$ cat src/rtl/hex_round_monitor.sv
`default_nettype none
//------------------------------------------------------------------------------
// Module      : hex_round_monitor
// Description : Passive baccarat observer. Decodes the six card displays and
//               LEDR, recomputes both scores and the winner, and keeps tallies.
// Revision    : 1.0  initial release
//------------------------------------------------------------------------------
module hex_round_monitor #(
   parameter int STABLE_CYCLES = 4,
   parameter int CNT_W         = 8
) (
   input  logic             CLOCK_50,
   input  logic             resetb,
   input  logic [6:0]       HEX0,
   input  logic [6:0]       HEX1,
   input  logic [6:0]       HEX2,
   input  logic [6:0]       HEX3,
   input  logic [6:0]       HEX4,
   input  logic [6:0]       HEX5,
   input  logic [9:0]       LEDR,
   output logic [3:0]       player_score,
   output logic [3:0]       dealer_score,
   output logic             check_valid,
   output logic             score_ok,
   output logic             error,
   output logic [2:0]       err_code,
   output logic [CNT_W-1:0] rounds,
   output logic [CNT_W-1:0] pwins,
   output logic [CNT_W-1:0] dwins,
   output logic [CNT_W-1:0] ties
);

   localparam int          c_STAB_W = $clog2(STABLE_CYCLES + 1);
   localparam logic [6:0]  c_BLANK  = 7'b1111111;
   localparam logic [51:0] c_IDLE_PINS = {10'd0, {6{c_BLANK}}};

   typedef enum logic [1:0] {
      S_WAIT_BLANK = 2'd0,
      S_IDLE       = 2'd1,
      S_IN_ROUND   = 2'd2,
      S_DONE       = 2'd3
   } state_t;

   // {valid, value}; blank decodes to a valid 0
   function automatic logic [4:0] decode(input logic [6:0] seg);
      case (seg)
         7'b1111111: decode = {1'b1, 4'd0};
         7'b0001000: decode = {1'b1, 4'd1};
         7'b0100100: decode = {1'b1, 4'd2};
         7'b0110000: decode = {1'b1, 4'd3};
         7'b0011001: decode = {1'b1, 4'd4};
         7'b0010010: decode = {1'b1, 4'd5};
         7'b0000010: decode = {1'b1, 4'd6};
         7'b1111000: decode = {1'b1, 4'd7};
         7'b0000000: decode = {1'b1, 4'd8};
         7'b0010000: decode = {1'b1, 4'd9};
         7'b1000000: decode = {1'b1, 4'd10};
         7'b1100001: decode = {1'b1, 4'd11};
         7'b0011000: decode = {1'b1, 4'd12};
         7'b0001001: decode = {1'b1, 4'd13};
         default:    decode = {1'b0, 4'd0};
      endcase
   endfunction

   function automatic logic [3:0] mod10(input logic [4:0] s);
      logic [4:0] r;
      if (s >= 5'd20)      r = s - 5'd20;
      else if (s >= 5'd10) r = s - 5'd10;
      else                 r = s;
      mod10 = r[3:0];
   endfunction

   function automatic logic [CNT_W-1:0] sat_inc(input logic [CNT_W-1:0] v);
      sat_inc = (&v) ? v : v + CNT_W'(1);
   endfunction

   logic [51:0]         w_pins;
   logic [51:0]         r_sync1, r_sync2, r_snap, r_prev;
   logic [c_STAB_W-1:0] r_stab;
   logic                r_primed, r_cap;
   state_t              r_state;

   logic [6:0] w_seg  [6];
   logic [3:0] w_pts  [6];
   logic [5:0] w_ok, w_nb, w_changed;

   assign w_pins = {LEDR, HEX5, HEX4, HEX3, HEX2, HEX1, HEX0};

   for (genvar i = 0; i < 6; i++) begin : g_dec
      logic [4:0] w_d;
      logic [6:0] w_prev_seg;
      assign w_seg[i]     = r_snap[7*i +: 7];
      assign w_prev_seg   = r_prev[7*i +: 7];
      assign w_d          = decode(w_seg[i]);
      assign w_ok[i]      = w_d[4];
      assign w_nb[i]      = (w_seg[i] != c_BLANK);
      assign w_pts[i]     = (w_d[3:0] >= 4'd10) ? 4'd0 : w_d[3:0];
      assign w_changed[i] = (w_prev_seg != c_BLANK) && (w_prev_seg != w_seg[i]);
   end

   logic [9:0] w_led;
   logic [1:0] w_win, w_exp_win;
   logic [3:0] w_pscore, w_dscore;
   logic       w_inv, w_all_blank, w_game_reset, w_order_err, w_score_ok;
   logic       w_check_round, w_done_round, w_same, w_capture;
   logic [2:0] w_code;

   assign w_led        = r_snap[51:42];
   assign w_win        = w_led[9:8];
   assign w_pscore     = mod10(5'(w_pts[0]) + 5'(w_pts[1]) + 5'(w_pts[2]));
   assign w_dscore     = mod10(5'(w_pts[3]) + 5'(w_pts[4]) + 5'(w_pts[5]));
   assign w_inv        = ~&w_ok;
   assign w_all_blank  = ~|w_nb;
   assign w_game_reset = w_all_blank && (w_win == 2'b00);
   assign w_score_ok   = (w_pscore == w_led[3:0]) && (w_dscore == w_led[7:4]);
   assign w_exp_win    = (w_pscore > w_dscore) ? 2'b01 :
                         (w_dscore > w_pscore) ? 2'b10 : 2'b11;
   assign w_order_err  = (w_nb[1] && !(w_nb[0] && w_nb[3])) ||
                         (w_nb[4] && !w_nb[1]) ||
                         (w_nb[2] && !w_nb[4]) ||
                         (w_nb[5] && !w_nb[4]);
   // The snapshot that leaves IDLE is already the first in-round snapshot
   assign w_check_round = (r_state == S_IN_ROUND) ||
                          ((r_state == S_IDLE) && !w_all_blank);
   assign w_done_round  = w_check_round && (w_win != 2'b00);

   always_comb begin
      w_code = 3'd0;
      if (w_inv)                                   w_code = 3'd1;
      else if (w_check_round && w_order_err)       w_code = 3'd3;
      else if (w_check_round && |w_changed)        w_code = 3'd4;
      else if (w_check_round && !w_score_ok)       w_code = 3'd2;
      else if (w_done_round && w_win != w_exp_win) w_code = 3'd5;
   end

   assign w_same    = (r_sync1 == r_sync2);
   assign w_capture = w_same && (r_stab == c_STAB_W'(STABLE_CYCLES - 1)) &&
                      ((r_sync2 != r_snap) || !r_primed);

   always_ff @(posedge CLOCK_50 or negedge resetb) begin
      if (!resetb) begin
         r_sync1      <= c_IDLE_PINS;
         r_sync2      <= c_IDLE_PINS;
         r_snap       <= c_IDLE_PINS;
         r_prev       <= c_IDLE_PINS;
         r_stab       <= '0;
         r_primed     <= 1'b0;
         r_cap        <= 1'b0;
         r_state      <= S_WAIT_BLANK;
         player_score <= '0;
         dealer_score <= '0;
         check_valid  <= 1'b0;
         score_ok     <= 1'b0;
         error        <= 1'b0;
         err_code     <= '0;
         rounds       <= '0;
         pwins        <= '0;
         dwins        <= '0;
         ties         <= '0;
      end else begin
         r_sync1 <= w_pins;
         r_sync2 <= r_sync1;
         if (!w_same)
            r_stab <= '0;
         else if (r_stab != c_STAB_W'(STABLE_CYCLES))
            r_stab <= r_stab + c_STAB_W'(1);

         r_cap       <= w_capture;
         check_valid <= r_cap;
         if (w_capture) begin
            r_snap   <= r_sync2;
            r_primed <= 1'b1;
         end

         if (r_cap) begin
            r_prev       <= r_snap;
            player_score <= w_pscore;
            dealer_score <= w_dscore;
            score_ok     <= w_score_ok;
            if (w_code != 3'd0 && !error) begin
               error    <= 1'b1;
               err_code <= w_code;
            end
            case (r_state)
               S_WAIT_BLANK: if (w_game_reset) r_state <= S_IDLE;
               S_DONE:       if (w_game_reset) r_state <= S_IDLE;
               default:      if (w_check_round) r_state <= w_done_round ? S_DONE : S_IN_ROUND;
            endcase
            if (w_done_round) begin
               rounds <= sat_inc(rounds);
               case (w_exp_win)
                  2'b01:   pwins <= sat_inc(pwins);
                  2'b10:   dwins <= sat_inc(dwins);
                  default: ties  <= sat_inc(ties);
               endcase
            end
         end
      end
   end

endmodule
`default_nettype wire

$ cat config.mk
export PLATFORM = sky130hd
export DESIGN_NAME = hex_round_monitor
export DESIGN_NICKNAME = d
export VERILOG_FILES = /design/src/rtl/hex_round_monitor.sv
export SDC_FILE = /design/constraint.sdc
export NUM_CORES = 1
export LEC_CHECK = 0
export BUFFER_PORTS_ARGS = -buffer_cell sky130_fd_sc_hd__buf_4
export CAP_MARGIN = 0
export CORE_AREA = 2 2 199 201
export DETAILED_ROUTE_END_ITERATION = 10
export DIE_AREA = 0 0 201 203
export PLACE_DENSITY = 0.49
export SLEW_MARGIN = 10
export SYNTH_ARGS = -nofsm -noshare
export SYNTH_HDL_FRONTEND = slang
export SYNTH_SLANG_ARGS = --single-unit
$ cat constraint.sdc
create_clock -name CLOCK_50 -period 17.9 [get_ports CLOCK_50]
set_input_delay 1.79 -clock CLOCK_50 [delete_from_list [all_inputs] [get_ports CLOCK_50]]
set_output_delay 1.79 -clock CLOCK_50 [all_outputs]
set_load 0.02 [all_outputs]
======== Word-level counts from Yosys, hierarchy flattened ========
Cells that the tools add are included.
storage, ports and cells
  bits in registers ....................... 251
  bits of input ports ..................... 54
operators by class
  add/subtract/negate cells ............... 13
  $lt $le $gt $ge ......................... 12
  equal/unequal tests ..................... 110
  muxes and demuxes ....................... 29
  bitwise gates (word level) .............. 5
  reduce and logical (&&, ||, !) cells .... 60
operators with widths
  operator               number
  $pmux W5 S14           6
  $eq A7 B5 Y1 const B   24
  $eq A7 B7 Y1 const B   24
  $eq A7 B4 Y1 const B   12
  $eq A7 B6 Y1 const B   12
  $ne A7 B7 Y1 const B   12
  $eq A52 B52 Y1         1
  $ne A52 B52 Y1         1
  $eq A7 B2 Y1 const B   6
  $logic_not A7 Y1       6
  $ne A7 B7 Y1           6
  $mux W4                10
  $add A8 B1 Y8 const B  4
  $reduce_and A8 Y1      4
  $ge A4 B4 Y1 const B   6
  $logic_and A1 B1 Y1    22
  $mux W3                7
  $reduce_and A4 Y1      3
  $reduce_or A6 Y1       2
  $add A4 B4 Y5          2
  $add A5 B4 Y5          2
  $ge A5 B4 Y1 const B   2
  $ge A5 B5 Y1 const B   2
  $eq A4 B4 Y1           2
  other kinds (22)       51

======== Depth between registers and ports, before layout ========
Gate-level depths: netlist of run 1.
  word-level depth ........................ 22
  depth in mapped cells ................... 30
  mapped depth without buffers ............ 29

======== Worst setup path before layout of run 1 ========
Ideal clock, no wire load.
  path type ............................... register to register
  start ................................... reg r_snap[10]
  end ..................................... reg error
  data arrival time ....................... 6017 ps
  setup slack ............................. 11765 ps
  stages on the path, launching flop included .. 29
  buffers on the path ..................... 2
  clock period less this slack ............ 6135 ps
  path through ............................ dfstp_2 -> clkbuf_1 -> clkbuf_1 -> o21ai_0 -> nand2_1 -> a21oi_1 -> o21ai_0 -> a21boi_0 -> fa_1 -> ha_1 -> inv_1 -> fa_1 -> inv_1 -> ha_1 -> nand3b_1 -> and3_1 -> or3_1 -> and2_1 -> xnor2_1 -> ha_1 -> nor2b_1 -> o21a_1 -> o21ai_0 -> a21boi_0 -> o2bb2a_1 -> nor4b_1 -> and3_1 -> o21ai_0 -> a21o_1
between the ends
  cells in the longest elaborated chain, start to end .. 22
  elaborated cells between the ends (all ways) .. 60
  classes of those cells .................. 4 x add/sub; 5 x order compare; 17 x eq/ne; 11 x mux; 23 x reduce/logical
RTL lines
  what                                           RTL line  text
  start: declaration                             78        logic [51:0] r_sync1, r_sync2, r_snap, r_prev;
  start signal: assignment                       144       r_snap <= c_IDLE_PINS;
  start signal: assignment                       171       r_snap <= r_sync2;
  $eq A7 B4 Y1 (tied with other cells)           46        case (seg)
  $pmux W5 S14                                   46
  $ge A4 B4 Y1                                   97        assign w_pts[i] = (w_d[3:0] >= 4'd10) ? 4'd0 : w_d[3:0];
  $mux W4                                        97
  $add A4 B4 Y5                                  110       assign w_pscore = mod10(5'(w_pts[0]) + 5'(w_pts[1]) + 5'(w_pts[2]));
  $add A5 B4 Y5                                  110
  $sub A4 B4 Y4 or $ge A5 B4 Y1 (tied branches)  68        else if (s >= 5'd10) r = s - 5'd10;
  $mux W4                                        68
  (+6 left out)                                  -
  $mux W3                                        133       else if (w_done_round && w_win != w_exp_win) w_code = 3'd5;
  $mux W3                                        132       else if (w_check_round && !w_score_ok) w_code = 3'd2;
  $mux W3                                        131       else if (w_check_round && |w_changed) w_code = 3'd4;
  $mux W3                                        130       else if (w_check_round && w_order_err) w_code = 3'd3;
  $mux W3 (*)                                    129       if (w_inv) w_code = 3'd1;
  $reduce_bool A3 Y1 (*)                         180       if (w_code != 3'd0 && !error) begin
  $logic_and A1 B1 Y1 (*)                        180
  $reduce_and A2 Y1 (no source line) (*)         -
  end signal: assignment                         154       error <= 1'b0;
  end signal: assignment                         181       error <= 1'b1;
  end: declaration                               25        output logic error,
Every way passes the cells marked *; elsewhere a longest branch is shown, timed or not.
A chain may end at the register's enable or synchronous reset.

======== Worst setup path in the final report of run 1 ========
  start ................................... reg r_snap[17]
  end ..................................... reg error
between the ends
  cells in the longest elaborated chain, start to end .. 21
  elaborated cells between the ends (all ways) .. 56
  classes of those cells .................. 3 x add/sub; 5 x order compare; 17 x eq/ne; 11 x mux; 20 x reduce/logical
RTL lines
  what                                           RTL line  text
  $eq A7 B4 Y1 (tied with other cells)           46
  $pmux W5 S14                                   46
  $ge A4 B4 Y1                                   97
  $mux W4                                        97
  $add A5 B4 Y5                                  110
  $sub A4 B4 Y4 or $ge A5 B4 Y1 (tied branches)  68
  $mux W4                                        68
  $mux W4                                        67        if (s >= 5'd20) r = s - 5'd20;
  (+5 left out)                                  -
  $mux W3                                        133
  $mux W3                                        132
  $mux W3                                        131
  $mux W3                                        130
  $mux W3 (*)                                    129
  $reduce_bool A3 Y1 (*)                         180
  $logic_and A1 B1 Y1 (*)                        180
  $reduce_and A2 Y1 (no source line) (*)         -
Marked as above.

==> metrics.txt, run 1 <==
Max rail drop VDD=0.0000633 V; R2R cell count=26; CORE AREA=38500 um^2; measured slew at the worst slew-check pin=slightly below 0.9 ns; Crit Path Category=reg -> reg; post-synth top area cell=dfstp_2; slowest stage delay, CP=0.73 ns; H-tree levels=1; syn nets=about 1400; vias in the first global route=9617; most frequent cells in the layout=dfstp_2 (168), nand2_1 (167), buf_4 (103); most common cell after layout, fill and taps aside=dfstp_2; Cells after Synth=1310; status=finished, final reports clean; Worst Path Required=18.35 ns; post-synthesis sequential area ratio=48.4%; final setup margin=11.07 ns; P_sw=between 200 and 300 uW; max_cap viols=0; area grow syn2layout=16.7%; Clk pwr share=approximately half; Avg Inst Size Synth=around 10 um^2; CP Depth=26; Ant. Diodes=0; met3 Use GR=2.97%; Top Family by Delay on Critical Path=simple AND/OR/NAND/NOR gates; Slew headroom=41.3%; Filler Cell Count=roughly 3800; Seq pwr share=46.5%; nature of the critical path endpoint=register; Die X=between 200 and 250 um; Final Max Tran Viols=0; total wire length=34200 um; met2 Resource Use GR=26.8%; total power divided by cell area=82.9 nW/um^2; Root Driver=clkbuf_16; port bufs=99; Combinational Power Share=around 3.0%; Clk pin slew, worst setup/hold paths=roughly 0.06 ns; Leak=about 0.0067 uW; Detailed Routing Iterations Pass 1=5; Power Internal=1010 uW; Placed Area=14600 um^2; Hold Path Class=reg -> reg; Placer Congestion=0.836; antenna violation net count after detailed routing=0; Worst Setup SP=r_snap[17]$_DFFE_PN1P_; CP endpoint=error$_DFFE_PN0P_; EDFF count, synth=0; post-synth design cell area=13400 um^2; via count=9684; fmax=147 MHz; Tot GR Track Use=16.9%; final setup fails=0; Die Area=40800 um^2; Initial Util=34.8%; most common flop cell mapped by yosys=dfstp_2; largest net degree at the start of global routing=155; final setup TNS=0 ns; CP Max Fanout=19; DRT iter0 DRCs=between 600 and 700; Synth cell types=between 80 and 90; hpwl dp=24700 um; Period Utilization, post-route=38.1%; antenna violations before repair=0; largest cells by area after synthesis=dfstp_2 (33%), dfrtp_1 (15%), xnor2_1 (5.8%); Startpoint Class=register; Rows=72; GR peak layer=met2; FFs w/ async S/R, synth=100%; RSZ-0062 raised after global routing=no; Via density=just over 5; setup slack, reg-to-reg=between 10 and 15 ns; Clock Path Buffers=3; post-route cell area=about 16000 um^2; wire per inst=17.9 um; global-route wire length before repair=55000 um; met1 usage=between 20% and 30%; Critical path buffers and inverters=2; critical path's slowest cell=dfstp_2; drt drc=0; I/O pin count=100; share of cells above drive strength 1=29.0%; Setup Skew=0.0430 ns; gr ovfl total=0; CTS Hold Bufs=0; Synth top area share=approximately 33%; later-pin clock latency in the skew report=0.59 ns; Tmin final=6.83 ns; final net count=1460; crit path DAT=around 7.3 ns; reg2reg start=r_snap[17]$_DFFE_PN1P_; CTS sink cnt=251; CTS tree=built; setup repair bufs after CTS=0; Die Ht=roughly 200 um; cts repair resizes=0; YS warnings=0; switch share=~22%; Yosys reg bits=251; hold_sp=r_sync1[6]$_DFF_PN1_; Final Hold Fails=0; TritonCTS Buffers=30; pre-CTS setup slack=11.15 ns; post-layout util=40.7%; RR Endpoint=error$_DFFE_PN0P_
synthesized netlist by cell type, types with 23 or more instances:
| master | instances |
|---|---|
| a21oi_1 | 33 |
| clkbuf_1 | 56 |
| dfrtp_1 | 83 |
| dfstp_2 | 168 |
| ha_1 | 25 |
| inv_1 | 58 |
| mux2_2 | 58 |
| nand2_1 | 167 |
| nand3_1 | 28 |
| nand4_1 | 45 |
| nor2_1 | 72 |
| nor3_1 | 23 |
| nor4_1 | 34 |
| o21ai_0 | 38 |
| xnor2_1 | 89 |
| xor2_1 | 88 |
worst min-delay path by stage:
| stage | cells past startpoint | to | slack [ns] |
|---|---|---|---|
| 2_1_floorplan | 0 | r_sync2[0]$_DFF_PN1_ | 0.36 |
| 3_3_place_gp | 0 | r_sync2[6]$_DFF_PN1_ | 0.36 |
| 3_5_place_dp | 0 | r_sync2[6]$_DFF_PN1_ | 0.36 |
| 4_1_cts | 0 | r_sync2[6]$_DFF_PN1_ | 0.37 |
| 5_1_grt | 0 | r_sync2[40]$_DFF_PN1_ | 0.37 |
| 6_report | 0 | r_sync2[6]$_DFF_PN1_ | 0.37 |
power by group through the flow:
stage,sequential [uW],clock (uW),combinational [uW]
final,603,655,38.6
after global routing,604,702,43.3
after CTS,603,676,40.5
after detailed placement,612,0,40.2
after global placement,611,0,40.5
after floorplan,606,0,13.9
state kept, by name, summed over array words and instances (netlist names):
register	flops
error	1
r_sync2	52
r_state	2
r_primed	1
dwins	8
rounds	8
r_stab	3
r_prev	42
err_code	3
r_snap	52
r_cap	1
dealer_score	4
pwins	8
r_sync1	52
ties	8
check_valid	1
player_score	4
score_ok	1
layer usage:
layer  share of wire (%)  vias up
li1                    -     4720
met1                  47     4680
met2                  45      223
met3                 4.5       61
met4                 3.9        0
met5                   0        -
through the flow:
stage / power, uW / cells / hold slack (ns)
CTS: 1320 / 1912 / 0.369
floorplan: 620 / 1310 / 0.360
finish: 1300 / 1912 / 0.365
global placement: 652 / 1857 / 0.363
global route: 1350 / 1912 / 0.374
detailed placement: 652 / 1857 / 0.363
kinds of logic (layout without fill, tap and decap cells):
group	count (synthesis)	in the layout	share of synthesized area, %
AND/OR/NAND/NOR	466	466	17.6
flip-flops	251	251	48.4
adder cells (fa/ha/maj)	35	35	3.83
XOR/XNOR	177	177	11.6
AO/OA/AOI/OAI	186	186	9.62
buffers and inverters	134	218	3.90
multiplexers	61	61	5.10
worst register-to-register path, cell delays in order, from the launching register on:
cell      delay [ns]
dfstp_2         0.73
inv_1           0.16
nor3_1          0.19
o21ai_0         0.14
a221oi_1        0.42
nor2_1          0.13
fa_1            0.56
ha_1            0.19
inv_1           0.07
fa_1            0.37
xor2_1          0.29
ha_1            0.21
nand3b_1        0.09
and3_1          0.22
or3_1           0.39
and2_1          0.22
xnor2_1         0.24
ha_1            0.28
nor2b_1         0.13
o21a_1          0.16
o21ai_0         0.18
a21boi_0        0.10
o2bb2a_1        0.31
nor4b_1         0.29
and3_1          0.29
o21ai_0         0.10
a21o_1          0.22
layout make-up:
type,instances,area [um^2],area share (%)
clock inverter,15,234,1.50
inverter,58,218,1.39
clock buffer,40,848,5.42
sequential,251,6490,41.5
tap,518,648,4.14
timing repair buffer,105,808,5.17
multi-input combinational,925,6390,40.9
No activity file was read; power rests on OpenSTA's default activity.
==> inputs of run 2 (changes only) <==
==> constraint.sdc (replaced) <==
create_clock -name CLOCK_50 -period 6.6 [get_ports CLOCK_50]
set_input_delay 0.66 -clock CLOCK_50 [delete_from_list [all_inputs] [get_ports CLOCK_50]]
set_output_delay 0.66 -clock CLOCK_50 [all_outputs]
set_load 0.02 [all_outputs]
==> run 2 against run 1 <==
Sequential share of layout area is 1.1 points lower. Cell count increased by 1.9%. Largest power group unchanged. Critical path depth increased by 4. Core utilization rose by 1.2 points. Combinational power grew to 2.7 times the previous value. Highest routed layer unchanged.
==> metrics.txt, run 2 (synthesized netlist as in run 1, its figures left out) <==
nature of the critical path endpoint=register; status=finished, final reports clean; max_cap viols=0 (unchanged); later-pin clock latency in the skew report=0.58 ns (about the same); Final Hold Fails=0 (unchanged); CTS Hold Bufs=0 (unchanged); largest net degree at the start of global routing=156 (+0.65%); Initial Util=34.8% (unchanged); switch share=20.7% (-1.3 points); Layout Cells excl Fill=1948 (+1.9%); critical path's slowest cell=dfstp_2; DRT iter0 DRCs=646 (+2.7%); drt drc=0 (unchanged); vias in the first global route=9816 (+2.1%); measured slew at the worst slew-check pin=0.953 ns (+0.0725 ns); P_sw=768 uW (+170%); Regs by FF count=r_snap x52, r_sync1 x52, r_sync2 x52; Critical path buffers and inverters=4 (+2); final setup TNS=0 ns (unchanged); port bufs=99 (unchanged); final net count=1496 (+2.5%); slowest stage delay, CP=0.59 ns (-0.14 ns); Die X=201 um (unchanged); Rows=72 (unchanged); Die Area=40800 um^2 (unchanged); share of cells above drive strength 1=31.5% (+2.5 points); wire per inst=18.0 um (+0.81%); CTS sink cnt=251 (unchanged); Worst Path Required=7.08 ns (-11.27 ns); cell mode on critical path=ha_1; antenna violation net count after detailed routing=0 (unchanged); via count=9917 (+2.4%); crit path DAT=6.69 ns (-0.58 ns); Tot GR Track Use=17.2% (+0.27 points); Max rail drop VDD=0.000184 V (+190%); Top Family by Delay on Critical Path=simple AND/OR/NAND/NOR gates; pre-CTS setup slack=-0.0310 ns (-11.18 ns); CP Max Fanout=7 (-12); Leak=0.00692 uW (+4.0%); Clk pwr share=53.3% (+2.8 points); H-tree levels=1 (unchanged); Combinational Power Share=2.8% (-0.2 points); Final Max Tran Viols=0 (unchanged); gr ovfl total=0 (unchanged); Startpoint Class=register; Detailed Routing Iterations Pass 1=5 (unchanged); CORE AREA=38500 um^2 (unchanged); total power divided by cell area=231 nW/um^2 (+180%); I/O pin count=100 (unchanged); Setup Skew=0.0231 ns (-0.0199 ns); Placer Congestion=0.853 (+2.0%); final setup fails=0 (unchanged); CTS tree=built; most frequent cells in the layout=nand2_1 (167), dfstp_2 (167), buf_4 (138); worst hold slack=0.141 ns (-0.224 ns); Clock Path Buffers=3 (unchanged); Die Ht=203 um (unchanged); Ant. Diodes=0 (unchanged); TritonCTS Buffers=30 (unchanged); final setup margin=0.389 ns (-10.69 ns); Root Driver=clkbuf_16; hpwl dp=25800 um (+4.8%); total wire length=35100 um (+2.7%); global-route wire length before repair=55900 um (+1.6%); antenna violations before repair=0 (unchanged); Seq pwr share=44.0% (-2.5 points); Period Utilization, post-route=94.1% (+56 points); Via density=5.09 (+0.51%); Clk pin slew, worst setup/hold paths=0.07 ns (about the same); Tmin final=6.21 ns (-0.614 ns); Power Internal=2950 uW (+190%); Crit Path Category=reg -> reg; area grow syn2layout=20.1%; placed cell count=1882 (+1.3%); Hold Path Class=in -> async; Slew headroom=35.9% (-5.4 points); fmax=161 MHz (+9.9%)
==> run 2: layout make-up <==
class / count / area [um^2]
Clock buffer: 35 / 810
Multi-Input combinational cell: 925 / 6440
Sequential cell: 251 / 6500
Clock inverter: 20 / 408
Fill cell: 3746 / 22400
Inverter: 58 / 218
Tap cell: 518 / 648
Timing Repair Buffer: 141 / 1080
==> run 2: per-stage QoR <==
stage	utilization [%]	total power [uW]	area [um^2]
floorplan	-	1680	13400
global placement	38.3	1770	14700
detailed placement	38.3	1770	14700
CTS	41.5	3780	16000
global route	41.8	3850	16100
finish	41.8	3720	16100
==> run 2: worst register-to-register path, delay by kind of cell, from the launching register on <==
kind / cells / cell delay, ns
buf+inv: 4 / 0.43
xor+xnor: 1 / 0.16
fa+ha+maj: 5 / 1.54
simple gates: 11 / 2.12
flops: 1 / 0.59
compound gates: 9 / 1.26
==> run 2: power groups by stage <==
stage	Clock, uW	Sequential [uW]	Combinational, uW
2_1_floorplan	0	1640	37.8
3_3_place_gp	0	1660	109
5_1_grt	2090	1640	118
3_5_place_dp	0	1660	109
4_1_cts	2030	1640	109
6_report	1980	1640	104
==> run 2: final timing paths <==
| kind | start | endpoint | slack, ns | depth (start not counted) |
|---|---|---|---|---|
| worst min register to register | r_sync1[12]$_DFF_PN1_ | r_sync2[12]$_DFF_PN1_ | 0.37 | 0 |
| min in group CLOCK_50 | LEDR[8] | r_sync1[50]$_DFF_PN0_ | 0.18 | 1 |
| worst min-delay path | resetb | r_stab[2]$_DFFE_PN0P_ | 0.14 | 1 |
| worst max-delay path | r_snap[19]$_DFFE_PN1P_ | err_code[2]$_DFFE_PN0P_ | 0.39 | 30 |
| worst max register to register | r_snap[19]$_DFFE_PN1P_ | err_code[2]$_DFFE_PN0P_ | 0.39 | 30 |
| max in group asynchronous | resetb | r_cap$_DFF_PN0_ | 5.18 | 2 |
==> run 2: per-layer routing <==
layer | wire, um | vias up | track usage (%)
met4 | 1130 | 0 | 5.85
met2 | 16000 | 264 | 27.2
met1 | 16400 | 4827 | 23.8
met5 | 0 | - | 0
met3 | 1620 | 58 | 3.05
li1 | - | 4768 | -
==> run 2: repair_timing <==
action                                  CTS  global route
endpoints found under the setup margin    2            19
gates resized for setup                   2            14
buffers inserted                          0            11
pin swaps                                 0             0
==> inputs of run 3 (changes only) <==
==> constraint.sdc (replaced) <==
create_clock -name CLOCK_50 -period 7.6 [get_ports CLOCK_50]
set_input_delay 0.76 -clock CLOCK_50 [delete_from_list [all_inputs] [get_ports CLOCK_50]]
set_output_delay 0.76 -clock CLOCK_50 [all_outputs]
set_load 0.02 [all_outputs]
==> run 3 against run 2 <==
Sequential cell count unchanged. Setup slack better by 0.37 ns. Clock-buffer cell count is 10 higher. Register-to-register slack gained 0.37 ns. Worst hold slack better by 0.12 ns. Non-clock buffer count is 36 lower. Final area fell by 3.1%. Total power is 19% lower. Via count fell by 1.7%. Fmax shrank 9.3%. Critical endpoint is now error$_DFFE_PN0P_. Largest cell class unchanged. Largest power group unchanged.
==> metrics.txt, run 3 (synthesized netlist as in run 1, its figures left out) <==
TritonCTS Buffers=30 (unchanged); final setup TNS=0 ns (unchanged); slowest stage delay, CP=0.72 ns (+0.13 ns); via count=9747 (-1.7%); I/O pin count=100 (unchanged); Startpoint Class=register; most frequent cells in the layout=dfstp_2 (168), nand2_1 (167), buf_4 (104); CTS sink cnt=251 (unchanged); Rows=72 (unchanged); Die X=201 um (unchanged); vias in the first global route=9526 (-3.0%); crit path DAT=7.30 ns (+0.61 ns); largest net degree at the start of global routing=122 (-22%); total wire length=34500 um (-1.7%); Leak=0.00662 uW (-4.3%); CTS Hold Bufs=0 (unchanged); Setup Skew=0.0351 ns (+0.0120 ns); antenna violations before repair=0 (unchanged); antenna violation net count after detailed routing=0 (unchanged); reg2reg start=r_snap[17]$_DFFE_PN1P_; share of cells above drive strength 1=28.7% (-2.7 points); Via density=5.10 (about the same); Filler Cell Count=3792 (+1.2%); Top Metal Used=met4; Detailed Routing Iterations Pass 1=7 (+2); Placed Area=14500 um^2 (-1.4%); Initial Util=34.8% (unchanged); final net count=1460 (-2.4%); met2 routed WL=15700 um (-1.8%); CORE AREA=38500 um^2 (unchanged); max_cap viols=0 (unchanged); Placer Congestion=0.825 (-3.2%); WL met1=16400 um (about the same); Final Hold Fails=0 (unchanged); gr ovfl total=0 (unchanged); CP Max Fanout=19 (+12); Hold Path Class=in -> async; RR Endpoint=error$_DFFE_PN0P_; RSZ-0062 raised after global routing=no; H-tree levels=1 (unchanged); Crit Path Category=reg -> reg; port bufs=99 (unchanged); Ant. Diodes=0 (unchanged); final setup fails=0 (unchanged); Final Max Tran Viols=0 (unchanged); WL met3=1380 um (-15%); hpwl dp=25000 um (-3.2%); fmax=146 MHz (-9.3%); total power divided by cell area=192 nW/um^2 (-17%); Regs by FF count=r_snap x52, r_sync1 x52, r_sync2 x52; status=finished, final reports clean; Tot GR Track Use=17.1% (-0.14 points); Layout Cells excl Fill=1913 (-1.8%); Slew headroom=34.4% (-1.4 points); area grow syn2layout=16.3%; drt drc=0 (unchanged); Root Driver=clkbuf_16; Worst Path Required=8.06 ns (+0.98 ns); global-route wire length before repair=55200 um (-1.3%); cts repair resizes=0 (-2); nature of the critical path endpoint=register; critical path's slowest cell=dfstp_2; placed cell count=1857 (-1.3%); wire per inst=18.1 um (+0.10%); Clk pin slew, worst setup/hold paths=0.06 ns (about the same); setup slack, reg-to-reg=0.75 ns (+0.37 ns); Tmin final=6.85 ns (+0.635 ns); measured slew at the worst slew-check pin=0.983 ns (+0.0300 ns); R2R cell count=26 (-13%); post-route cell area=15600 um^2 (-3.1%); later-pin clock latency in the skew report=0.60 ns (+0.02 ns); Die Ht=203 um (unchanged); setup repair bufs after CTS=0 (unchanged); Die Area=40800 um^2 (unchanged); CTS tree=built; Clock Path Buffers=3 (unchanged); most common cell after layout, fill and taps aside=dfstp_2; DRT iter0 DRCs=793 (+23%); Max rail drop VDD=0.000154 V (-17%); Period Utilization, post-route=90.1% (-4.0 points)
==> run 3: how the worst max path moves through the flow <==
stage / from / end / slack (ns) / cells after the start
3_3_place_gp: r_snap[17]$_DFFE_PN1P_ / error$_DFFE_PN0P_ / 1.02 / 26
6_report: r_snap[17]$_DFFE_PN1P_ / error$_DFFE_PN0P_ / 0.75 / 26
4_1_cts: r_snap[17]$_DFFE_PN1P_ / error$_DFFE_PN0P_ / 0.78 / 26
2_1_floorplan: r_snap[10]$_DFFE_PN1P_ / error$_DFFE_PN0P_ / 1.47 / 28
3_5_place_dp: r_snap[17]$_DFFE_PN1P_ / error$_DFFE_PN0P_ / 0.81 / 26
5_1_grt: r_snap[17]$_DFFE_PN1P_ / error$_DFFE_PN0P_ / 0.08 / 26
==> run 3: critical path, delay by kind of cell (launching register included) <==
family,cells,cell delay [ns]
flip-flops,1,0.72
adder cells (fa/ha/maj),5,1.62
AND/OR/NAND/NOR,9,1.95
buffers and inverters,2,0.22
AO/OA/AOI/OAI,8,1.66
XOR/XNOR,2,0.52
==> run 3: power by group <==
part           switching (uW)  leakage (uW)  internal, uW
combinational            50.2       0.00326          40.6
clock                     588      0.000500           901
sequential               32.5       0.00286          1390
==> run 3: per-layer routing <==
metal	global-route usage (%)	vias to the layer above
met5	0	-
met4	5.48	0
met3	2.42	51
met2	26.9	209
met1	24.1	4787
li1	-	4700
==> run 3: layout make-up <==
class / count / area (um^2) / area share [%]
Timing Repair Buffer: 105 / 796 / 5.11
Inverter: 58 / 218 / 1.40
Sequential cell: 251 / 6490 / 41.7
Clock inverter: 11 / 166 / 1.07
Tap cell: 518 / 648 / 4.16
Multi-Input combinational cell: 925 / 6390 / 41.0
Clock buffer: 45 / 877 / 5.63
==> run 3: metrics by stage <==
stage	utilization (%)	setup WS, ns	hold slack (ns)	total power (uW)
2_1_floorplan	-	1.47	0.360	1460
3_3_place_gp	37.8	1.02	0.363	1540
3_5_place_dp	37.8	0.811	0.363	1540
4_1_cts	40.5	0.779	0.233	3050
5_1_grt	40.5	0.0847	0.243	3120
6_report	40.5	0.754	0.265	3000
